===== config.mk =====
export PLATFORM = sky130hd
export DESIGN_NAME = mult_seq
export DESIGN_NICKNAME = d
export VERILOG_FILES = /design/src/rtl/mult_seq.sv
export SDC_FILE = /design/constraint.sdc
export NUM_CORES = 1
export LEC_CHECK = 0
export CORE_MARGIN = 2
export CORE_UTILIZATION = 30
export CTS_CLUSTER_DIAMETER = 120
export DETAILED_ROUTE_END_ITERATION = 10
export GPL_ROUTABILITY_DRIVEN = 1
export MAX_ROUTING_LAYER = met4
export PLACE_DENSITY_LB_ADDON = 0.15
export SYNTH_ARGS = -nofsm -noshare
export SYNTH_HDL_FRONTEND = slang
export SYNTH_SLANG_ARGS = --single-unit

===== constraint.sdc =====
create_clock -name clock -period 20.8 [get_ports clock]
set_input_delay 3.12 -clock clock [delete_from_list [all_inputs] [get_ports clock]]
set_output_delay 3.12 -clock clock [all_outputs]
set_load 0.02 [all_outputs]

===== src/rtl/mult_seq.sv =====
// Sequential 32x32 signed multiplier using radix-2 Booth recoding over 32 cycles.
// Define MULT_OVERFLOW_DETECT_EN to flag products that do not fit in signed 32 bits.

module mult_seq_adder (
  input  logic [31:0] a,
  input  logic [31:0] b,
  input  logic        cin,
  output logic [31:0] sum,
  output logic        ovf
);

  logic carry_s;
  logic c_msb_s;

  // Ripple-carry chain; the carry into the MSB is kept to derive signed overflow.
  always_comb begin
    carry_s = cin;
    sum     = 32'd0;
    for (int i = 0; i < 31; i++) begin
      sum[i]  = a[i] ^ b[i] ^ carry_s;
      carry_s = (a[i] & b[i]) | (carry_s & (a[i] ^ b[i]));
    end
    c_msb_s = carry_s;
    sum[31] = a[31] ^ b[31] ^ carry_s;
    carry_s = (a[31] & b[31]) | (carry_s & (a[31] ^ b[31]));
    ovf     = carry_s ^ c_msb_s;
  end

endmodule

module mult_seq (
  input  logic        clock,
  input  logic        reset_n,
  input  logic [31:0] data_operandA,
  input  logic [31:0] data_operandB,
  input  logic        ctrl_MULT,
  output logic [31:0] data_result,
  output logic        data_exception,
  output logic        data_resultRDY,
  output logic        busy
);

  typedef enum logic [1:0] {
    S_IDLE = 2'd0,
    S_BUSY = 2'd1,
    S_DONE = 2'd2
  } state_e;

  state_e      state_q, state_d;
  logic [31:0] m_q, m_d;
  logic [64:0] prod_q, prod_d;
  logic [4:0]  cnt_q, cnt_d;
  logic [31:0] result_q, result_d;
  logic        rdy_q, rdy_d;
  logic        busy_q, busy_d;

  logic [31:0] addend_s;
  logic        cin_s;
  logic [31:0] sum_s;
  logic        ovf_s;
  logic        sign_s;
  logic [64:0] prod_nxt_s;

  // Booth recoding of {P_lo[0], q}: add M, subtract M (~M + 1) or pass P_hi through.
  always_comb begin
    case (prod_q[1:0])
      2'b01:   begin addend_s = m_q;   cin_s = 1'b0; end
      2'b10:   begin addend_s = ~m_q;  cin_s = 1'b1; end
      default: begin addend_s = 32'd0; cin_s = 1'b0; end
    endcase
  end

  mult_seq_adder u_adder (
    .a   (prod_q[64:33]),
    .b   (addend_s),
    .cin (cin_s),
    .sum (sum_s),
    .ovf (ovf_s)
  );

  // The true sign of the 33-bit sum is shifted in, so -(0x80000000) is not lost.
  assign sign_s     = sum_s[31] ^ ovf_s;
  assign prod_nxt_s = {sign_s, sum_s, prod_q[32:1]};

`ifdef MULT_OVERFLOW_DETECT_EN
  logic exc_q, exc_d;

  function automatic logic overflow_chk(input logic [64:0] p);
    return (p[64:33] != {32{p[32]}});
  endfunction
`endif

  // Next-state, datapath and output-register logic.
  always_comb begin
    state_d  = state_q;
    m_d      = m_q;
    prod_d   = prod_q;
    cnt_d    = cnt_q;
    result_d = result_q;
    rdy_d    = 1'b0;
`ifdef MULT_OVERFLOW_DETECT_EN
    exc_d    = exc_q;
`endif
    case (state_q)
      S_IDLE, S_DONE: begin
        if (ctrl_MULT) begin
          state_d = S_BUSY;
          m_d     = data_operandA;
          prod_d  = {32'd0, data_operandB, 1'b0};
          cnt_d   = 5'd0;
        end else begin
          state_d = S_IDLE;
        end
      end
      S_BUSY: begin
        prod_d = prod_nxt_s;
        cnt_d  = cnt_q + 5'd1;
        if (cnt_q == 5'd31) begin
          state_d  = S_DONE;
          result_d = prod_nxt_s[32:1];
          rdy_d    = 1'b1;
`ifdef MULT_OVERFLOW_DETECT_EN
          exc_d    = overflow_chk(prod_nxt_s);
`endif
        end else begin
          state_d = S_BUSY;
        end
      end
      default: begin
        state_d = S_IDLE;
      end
    endcase
    busy_d = (state_d == S_BUSY);
  end

  // State and output registers with asynchronous active-low reset.
  always_ff @(posedge clock or negedge reset_n) begin
    if (!reset_n) begin
      state_q  <= S_IDLE;
      m_q      <= 32'd0;
      prod_q   <= 65'd0;
      cnt_q    <= 5'd0;
      result_q <= 32'd0;
      rdy_q    <= 1'b0;
      busy_q   <= 1'b0;
`ifdef MULT_OVERFLOW_DETECT_EN
      exc_q    <= 1'b0;
`endif
    end else begin
      state_q  <= state_d;
      m_q      <= m_d;
      prod_q   <= prod_d;
      cnt_q    <= cnt_d;
      result_q <= result_d;
      rdy_q    <= rdy_d;
      busy_q   <= busy_d;
`ifdef MULT_OVERFLOW_DETECT_EN
      exc_q    <= exc_d;
`endif
    end
  end

  assign data_result    = result_q;
  assign data_resultRDY = rdy_q;
  assign busy           = busy_q;
`ifdef MULT_OVERFLOW_DETECT_EN
  assign data_exception = exc_q;
`else
  assign data_exception = 1'b0;
`endif

endmodule


==> metrics.md, run 1 <==
| Metric | Value |
|---|---|
| Cells after Synth | ~600 |
| WL/cell | 14.78 um |
| Yosys warning count | 0 |
| Fin util | 0.3891 |
| Worst setup SP type | register |
| I/O Pins | between 100 and 150 |
| CTS Sinks | around 140 |
| Max IR drop VDD | 0.06929 mV |
| CTS H-tree lvls | 4 |
| Top-area cell type share of the netlist area | 0.5344 |
| Largest net degree at the start of global routing | 76 |
| Total setup buffers inserted after CTS | 0 |
| Total CTS buffers | 17 |
| Initial DRC count | between 150 and 200 |
| Synth cell types | 26 |
| Slowest CP cell | fa_1 |
| GR Layer Usage met2 | 0.2073 |
| Setup TNS | 0 ns |
| Worst hold path class | reg -> reg |
| Met3 Track Usage GR | 0.03455 |
| Drt total wl | between 10000 and 15000 um |
| Mapped Area | roughly 0.0064 sq mm |
| Register bit count reported by yosys | approximately 140 |
| Die width | 150.2 um |
| DR vias | approximately 4500 |
| Post-DP HPWL | ~9200 um |
| Cell mode on critical path | fa_1 |
| Post-synth net total | around 690 |
| Status | finished clean |
| Async SR Flop Fraction | 1.000 |
| Setup violators final | 0 |
| Buffers on Ports | 100 |
| Core area | between 0.02 and 0.025 sq mm |
| Area grow syn2layout | 27.50% |
| Final GP Congestion | ~0.73 |
| Final worst setup slack | 7.317 ns |
| Cts repair resizes | 0 |
| Initial antenna violation count | 0 |
| Area contributors post-synth | dfrtp_1 (53%), fa_1 (10%), nand2_1 (7.7%) |
| Max-slew violations | 0 |
| Post-route antenna net violation count | 0 |
| Slowest stage delay, CP | approximately 0.50 ns |
| Critical path class | reg -> reg |
| Crit path DAT | between 10 and 15 ns |
| Leak | about 3.6 nW |
| Die Span Y | ~150 um |
| DRC | 0 |
| Max Fanout on Critical Path | 30 |
| Post-synth EDFFs | 0 |
| ANT cells | 0 |
| Main synth FF type | dfrtp_1 |
| Via density | 4.632 |
| GR Util All Layers | 0.1414 |
| Fin. Hold Viols | 0 |
| Die area | ~0.023 sq mm |
| Share of layout cells above drive strength 1 | 0.1101 |
| Rel. slew slack | 0.3584 |
| Worst skew pair latency | 0.42 ns |
| Post-synth top area cell | dfrtp_1 |
| Setup Skew | roughly 0.0096 ns |
| Overall Power | between 0.001 and 0.0015 W |
| Aggregate global routing overflow | 0 |
| DRT Pass-1 Iters | 4 |
| Rows | between 50 and 60 |
| Commonest non-fill, non-tap cells in the layout | dfrtp_1 (137), nand2_1 (132), clkdlybuf4s50_1 (99), inv_1 (35) |
| Setup slack, reg-to-reg | roughly 7.3 ns |
| Unrepaired setup endpoints after global routing | no |
| Initial Utilization | 0.3052 |
| Clk root buf | clkbuf_16 |
| Worst-margin pin slew | slightly below 1 ns |
| Max-Cap Viols | 0 |
| Critical Path RT | 21.09 ns |
| CTS tree | done |
| Commonest non-fill, non-tap cell in the layout | dfrtp_1 |
| Syn_area_per_cell | approximately 11 sq um |
| First-pass GRT wire length | about 24000 um |
| Nets | between 700 and 800 |
| Critical Path End Type | register |
| Power per cell area | around 170 mW/mm^2 |
| Hold buffers post-CTS | 0 |
| Seq/Total Area, Yosys | 0.5344 |
| Place WS | about 7.3 ns |
| Met1 Use GR | 0.1936 |
| Max Fclk | 0.07417 GHz |
| Period minus WS final | approximately 13 ns |
| Busiest layer in global routing | met2 |
| Vias in the first global route | 4627 |
| CTS clk-pin slew, worst paths | roughly 0.06 ns |
| Clock Path Buffers | 2 |
| Tcrit/Tclk final | 0.6482 |
[synth_stat cells (all sizes together), types with 13 or more instances]
library cell,instances
a21oi,31
buf,27
clkbuf,13
nor2,33
o2bb2ai,32
a22oi,32
inv,35
dfrtp,137
mux2,33
nand2,133
fa,33
nand3,33
[registers in the layout, indices dropped and copies added (netlist names)]
name / cells
prod_q: 65
data_result: 32
m_q: 32
cnt_q: 5
busy: 1
data_resultRDY: 1
state_q: 1
[per-layer routing]
layer,up-vias,wire length (um)
li1,2147,-
met1,2213,7022
met2,98,6370
met3,12,681
met4,0,185
met5,-,0
[final timing paths]
kind                       startpoint              end  cells past startpoint
max                         prod_q[0]       prod_q[63]                     36
min                          cnt_q[3]         cnt_q[3]                      1
max reg2reg                 prod_q[0]       prod_q[63]                     36
min reg2reg                  cnt_q[3]         cnt_q[3]                      1
max in group asynchronous     reset_n       prod_q[53]                      2
min in group asynchronous     reset_n  data_result[18]                      1
[power breakdown]
part	switching [W]	internal [W]	leakage (nW)
logic	0.000311	0.000268	1.70
clock network	0.000110	0.000177	0.279
registers	0.0000883	0.000408	1.66
[layout make-up]
cell class	count	area, sq um
repair buffers	108	1062
flip-flops and latches	137	3428
well taps	275	344.1
inverters	35	131.4
fillers	2072	12840
multi-input cells	380	2663
clock inverters	10	103.9
clock buffers	20	446.7
[cells by family (layout without fill, tap and decap cells)]
| logic type | count (synthesis) | in the layout | synth area share |
|---|---|---|---|
| fa+ha+maj | 35 | 35 | 0.1069 |
| mux | 35 | 35 | 0.06105 |
| buf+inv | 75 | 173 | 0.05286 |
| simple gates | 207 | 207 | 0.1317 |
| other cells | 1 | 1 | 0.0005846 |
| flops | 137 | 137 | 0.5344 |
| compound gates | 102 | 102 | 0.1125 |
[worst max-delay path: cells and delay by family (launching register included)]
family,cells,cell delay [ns]
AND/OR/NAND/NOR,2,0.31
AO/OA/AOI/OAI,2,0.11
buffers and inverters,1,0.24
flip-flops,1,0.41
adder cells (fa/ha/maj),31,12.27
[stage by stage]
step                cells  hold slack, ns  cell area, sq um
floorplan             592          0.4372              6415
global placement      935          0.4649              7629
detailed placement    935          0.4631              7629
CTS                   965          0.4703              8179
global route          965          0.4958              8179
finish                965          0.4631              8179
No activity file was read; power rests on OpenSTA's default activity.
==> run 2, diff against run 1 <==
clock period = 11 ns   (was 20.8 ns; I/O delays follow)
==> metrics.md, run 2 (synthesized netlist as in run 1, its figures left out) <==
| Metric | Value |
|---|---|
| Vias in the first global route | 4665 |
| DRC | 0 |
| Nets | around 800 |
| Hold buffers post-CTS | 0 |
| Initial Utilization | 0.3052 |
| Power per cell area | around 320 mW/mm^2 |
| Max IR drop VDD | 0.1109 mV |
| Critical Path RT | 11.26 ns |
| Initial DRC count | 180 |
| Fillers | around 2000 |
| Max Fanout on Critical Path | 3 |
| I/O Pins | approximately 100 |
| Reg power frac | 0.350 |
| Post-route antenna net violation count | 0 |
| Setup violators final | 5 |
| Aggregate global routing overflow | 0 |
| Initial antenna violation count | 0 |
| Cell mode on critical path | fa_2 |
| Worst hold path class | reg -> reg |
| Die area | 0.02257 sq mm |
| Largest register FFs | 65 |
| Critical Path End Type | register |
| Fin. Hold Viols | 0 |
| Drt total wl | approximately 14000 um |
| Buffers on Ports | 100 |
| Reg area | around 0.0034 sq mm |
| Clock Path Buffers | 2 |
| Tcrit/Tclk final | 1.098 |
| Sw frac | 0.3713 |
| Hold Crit Depth | 1 |
| Max Fclk | 0.08281 GHz |
| Die Span Y | 150.2 um |
| Die width | approximately 150 um |
| Uppermost routed layer | met4 |
| Final GP Congestion | approximately 0.72 |
| DRT Pass-1 Iters | 4 |
| Place WS | -1.070 ns |
| Met3 wire length | approximately 720 um |
| CTS tree | done |
| Clk root buf | clkbuf_16 |
| Comb power frac | 0.434 |
| First-pass GRT wire length | ~24000 um |
| Worst skew pair latency | 0.41 ns |
| Via density | roughly 4.6 |
| Int Power | 0.001681 W |
| Max-Cap Viols | 0 |
| Period minus WS final | around 12 ns |
| WHS | ~0.49 ns |
| Critical path class | reg -> reg |
| Violated checks | setup timing |
| Worst setup SP type | register |
| Worst Hold End | prod_q[55] |
| Largest Register | prod_q |
| Reg-to-Reg End | prod_q[63] |
| DR vias | between 4000 and 5000 |
| Fin util | 0.3978 |
| Clock power frac | 0.216 |
| FF-to-FF Start | prod_q[1] |
| Slowest stage delay, CP | 0.49 ns |
| Post-DP HPWL | 9123 um |
| Largest net degree at the start of global routing | 76 |
| Rows | 53 |
| Total CTS buffers | 17 |
| Leak | between 3 and 4 nW |
| Core area | around 0.021 sq mm |
| Crit path DAT | between 10 and 15 ns |
| CTS H-tree lvls | 4 |
| Final worst setup slack | -1.076 ns |
| Commonest non-fill, non-tap cell in the layout | dfrtp_1 |
| GR Util All Layers | 0.1411 |
| Share of layout cells above drive strength 1 | 0.1707 |
| Hold Crit Start | prod_q[55] |
| Area occupied by multi-input gates | around 0.0028 sq mm |
| Area grow syn2layout | 30.35% |
| Status | finished, violations left |
| CTS clk-pin slew, worst paths | 0.06 ns |
| Worst Reg2Reg Path Length in Cells | 37 |
| Slowest CP cell | fa_1 |
| ANT cells | 0 |
| Unrepaired setup endpoints after global routing | yes |
| Metal-1 WL | 6832 um |
| Setup Skew | between 0.007 and 0.008 ns |
| WL/cell | approximately 15 um |
| Setup slack, reg-to-reg | -1.08 ns |
| Rel. slew slack | 0.4261 |
| DR WL met2 | approximately 6600 um |
| CTS Sinks | around 140 |
| Worst-margin pin slew | around 0.86 ns |
| Commonest non-fill, non-tap cells in the layout | dfrtp_1 (136), nand2_1 (132), clkdlybuf4s50_1 (99), inv_1 (34) |
| Sw Pwr | around 0.001 W |
| Max-slew violations | 0 |
==> run 2: final cells by class <==
type	instances	area share
Clock buffer	19	0.05297
Inverter	35	0.01571
Timing Repair Buffer	114	0.1324
Sequential cell	137	0.4101
Multi-Input combinational cell	380	0.3296
Clock inverter	12	0.01796
Tap cell	275	0.04115
==> run 2: power groups by stage <==
| stage | logic [W] | clock network (W) | registers [W] |
|---|---|---|---|
| 2_1_floorplan | 0.000759 | 0 | 0.000975 |
| 3_3_place_gp | 0.00115 | 0 | 0.000938 |
| 3_5_place_dp | 0.00118 | 0 | 0.000942 |
| 4_1_cts | 0.00119 | 0.000594 | 0.000937 |
| 5_1_grt | 0.00134 | 0.000617 | 0.000975 |
| 6_report | 0.00116 | 0.000576 | 0.000937 |
==> run 2: layer usage <==
metal  vias up  global-route usage
li1       2157                   -
met1      2190              0.1908
met2       114              0.2139
met3        12             0.03242
met4         0             0.03962
met5         -                   -
==> run 2: worst max path at each step <==
stage	depth (start not counted)	slack (ns)	from	end
finish	37	-1.08	prod_q[1]	prod_q[63]
global route	37	-1.36	prod_q[1]	prod_q[63]
CTS	37	-1.09	prod_q[1]	prod_q[63]
detailed placement	37	-1.07	prod_q[1]	prod_q[63]
global placement	37	-0.95	prod_q[1]	prod_q[63]
floorplan	37	-0.85	prod_q[0]	prod_q[63]
==> run 2: critical path: cells and delay by family (launching register included) <==
family / cells / cell delay (ns)
fa+ha+maj: 32 / 11.10
flops: 1 / 0.45
compound gates: 2 / 0.13
buf+inv: 1 / 0.04
simple gates: 2 / 0.20
==> run 2: through the flow <==
stage / power, W / cell area, sq um / TNS [ns] / std cells
finish: 0.002674 / 8362 / -3.073 / 972
global route: 0.002936 / 8362 / -4.478 / 972
CTS: 0.002719 / 8347 / -3.154 / 971
detailed placement: 0.002124 / 7745 / -3.048 / 939
global placement: 0.002086 / 7745 / -2.566 / 939
floorplan: 0.001734 / 6513 / -2.159 / 592
==> run 2: repair_timing <==
action / in CTS / in global routing
resized for setup: 1 / 3
buffers inserted: 1 / 1
setup endpoints to repair: 5 / 5
hold endpoints to repair: 0 / 0
==> run 3, diff against run 2 <==
CORE_ASPECT_RATIO = 1.25   (was default)
CORE_MARGIN = 5   (was 2)
==> metrics.md, run 3 (synthesized netlist as in run 1, its figures left out) <==
| Metric | Value |
|---|---|
| DRC | 0 |
| Largest Register | prod_q |
| Die Span Y | ~170 um |
| Commonest non-fill, non-tap cells in the layout | dfrtp_1 (136), nand2_1 (132), clkdlybuf4s50_1 (99), inv_1 (35) |
| Core area | between 0.02 and 0.025 sq mm |
| ANT cells | 0 |
| Commonest non-fill, non-tap cell in the layout | dfrtp_1 |
| Clk root buf | clkbuf_16 |
| Die area | about 0.024 sq mm |
| Crit path DAT | 12.41 ns |
| Vias in the first global route | 4937 |
| Initial DRC count | approximately 160 |
| Post-layout instance area | 0.008382 sq mm |
| Post-DP HPWL | between 9000 and 10000 um |
| Buffers on Ports | 100 |
| Nets | 788 |
| Initial Utilization | 0.3060 |
| Share of layout cells above drive strength 1 | 0.1702 |
| Slowest stage delay, CP | 0.49 ns |
| Area grow syn2layout | 30.66% |
| Final worst setup slack | -1.121 ns |
| Critical Path End Type | register |
| Rel. slew slack | 0.3559 |
| Worst skew pair latency | about 0.42 ns |
| Violated checks | setup timing |
| Critical Path RT | 11.29 ns |
| Leak | about 3.7 nW |
| WL/cell | 15.16 um |
| CTS clk-pin slew, worst paths | approximately 0.06 ns |
| Worst-margin pin slew | around 0.97 ns |
| Max Fclk | between 0.08 and 0.09 GHz |
| Setup Skew | around 0.0072 ns |
| Unrepaired setup endpoints after global routing | yes |
| Via density | approximately 4.6 |
| CTS Sinks | between 100 and 150 |
| Total CTS buffers | 17 |
| Rows | between 50 and 60 |
| Final GP Congestion | approximately 0.7 |
| Initial antenna violation count | 0 |
| Setup violators final | 5 |
| Status | finished, violations left |
| Post-Place Cell Area | slightly below 0.008 sq mm |
| Max-Cap Viols | 0 |
| Critical path class | reg -> reg |
| DR vias | between 4000 and 5000 |
| Largest net degree at the start of global routing | 76 |
| CTS H-tree lvls | 4 |
| CTS tree | done |
| WHS | ~0.48 ns |
| I/O Pins | about 100 |
| Die width | between 100 and 150 um |
| Largest register FFs | 65 |
| Worst setup SP type | register |
| GR Util All Layers | 0.1312 |
| Max-slew violations | 0 |
| Fillers | just over 2000 |
| Cell mode on critical path | fa_2 |
| Fin. Hold Viols | 0 |
| Max Fanout on Critical Path | 3 |
| Drt total wl | between 10000 and 15000 um |
| Fin util | 0.3998 |
| Worst hold path class | reg -> reg |
| Period minus WS final | between 10 and 15 ns |
| DRT Pass-1 Iters | 4 |
| Power per cell area | 321.3 mW/mm^2 |
| Post-route antenna net violation count | 0 |
| Clock Path Buffers | 2 |
| Tcrit/Tclk final | 1.102 |
| Aggregate global routing overflow | 0 |
| Place WS | -1.127 ns |
| Max IR drop VDD | 0.1576 mV |
| First-pass GRT wire length | 25120 um |
| Slowest CP cell | fa_1 |
[run 3: cell count changes in the layout (fill, tap and decap cells not counted), sizes merged]
cell,before,now
buf,15,16
clkinv,5,3
inv,36,39
[run 3: final cells by class]
class / instances / area, sq um / area share
flip-flops and latches: 137 / 3430 / 0.4092
multi-input cells: 380 / 2754 / 0.3286
repair buffers: 115 / 1115 / 0.1330
clock buffers: 19 / 442.9 / 0.05284
well taps: 274 / 342.8 / 0.04090
clock inverters: 13 / 166.4 / 0.01985
inverters: 35 / 131.4 / 0.01567
[run 3: metal layers]
layer  routed length (um)  share of wire  vias up  GRT usage
met5                    0              0        -          -
li1                     -              -     2163          -
met1                 6727           0.46     2212     0.1650
met3                  663          0.045       18    0.03477
met2                 7168           0.49      109     0.2079
met4                  194          0.013        0    0.03998
[run 3: critical path: cells and delay by family (launching register included)]
family                   cells  cell delay (ns)
AND/OR/NAND/NOR              2             0.20
AO/OA/AOI/OAI                2             0.12
adder cells (fa/ha/maj)     32            11.17
flip-flops                   1             0.44
buffers and inverters        1             0.05
[run 3: worst paths after layout]
path	startpoint	end	slack, ns	cells after the start
min in group asynchronous	reset_n	data_result[19]	1.21	1
setup / recovery	prod_q[1]	prod_q[63]	-1.12	37
max in group asynchronous	reset_n	prod_q[1]	8.33	2
hold / removal	cnt_q[3]	cnt_q[3]	0.48	1
setup reg to reg	prod_q[1]	prod_q[63]	-1.12	37
hold reg to reg	cnt_q[3]	cnt_q[3]	0.48	1
[run 3: power by group]
group          switching, W  leakage [nW]  internal (W)
clock network      0.000227         0.291      0.000365
logic              0.000615          1.74      0.000550
registers          0.000166          1.66      0.000771
total               0.00101          3.69       0.00169
[run 3: through the flow]
| step | cells | total power, W | setup TNS [ns] |
|---|---|---|---|
| floorplan | 592 | 0.001734 | -2.159 |
| global placement | 940 | 0.002096 | -2.672 |
| detailed placement | 940 | 0.002136 | -3.343 |
| CTS | 973 | 0.002748 | -3.544 |
| global route | 973 | 0.002956 | -4.951 |
| finish | 973 | 0.002693 | -3.346 |
[run 3: repair_timing]
action                                  4_1_cts  5_1_grt
buffers inserted                              1        0
hold buffers                                  0        0
endpoints found under the setup margin        5        6
resized for setup                             0        2
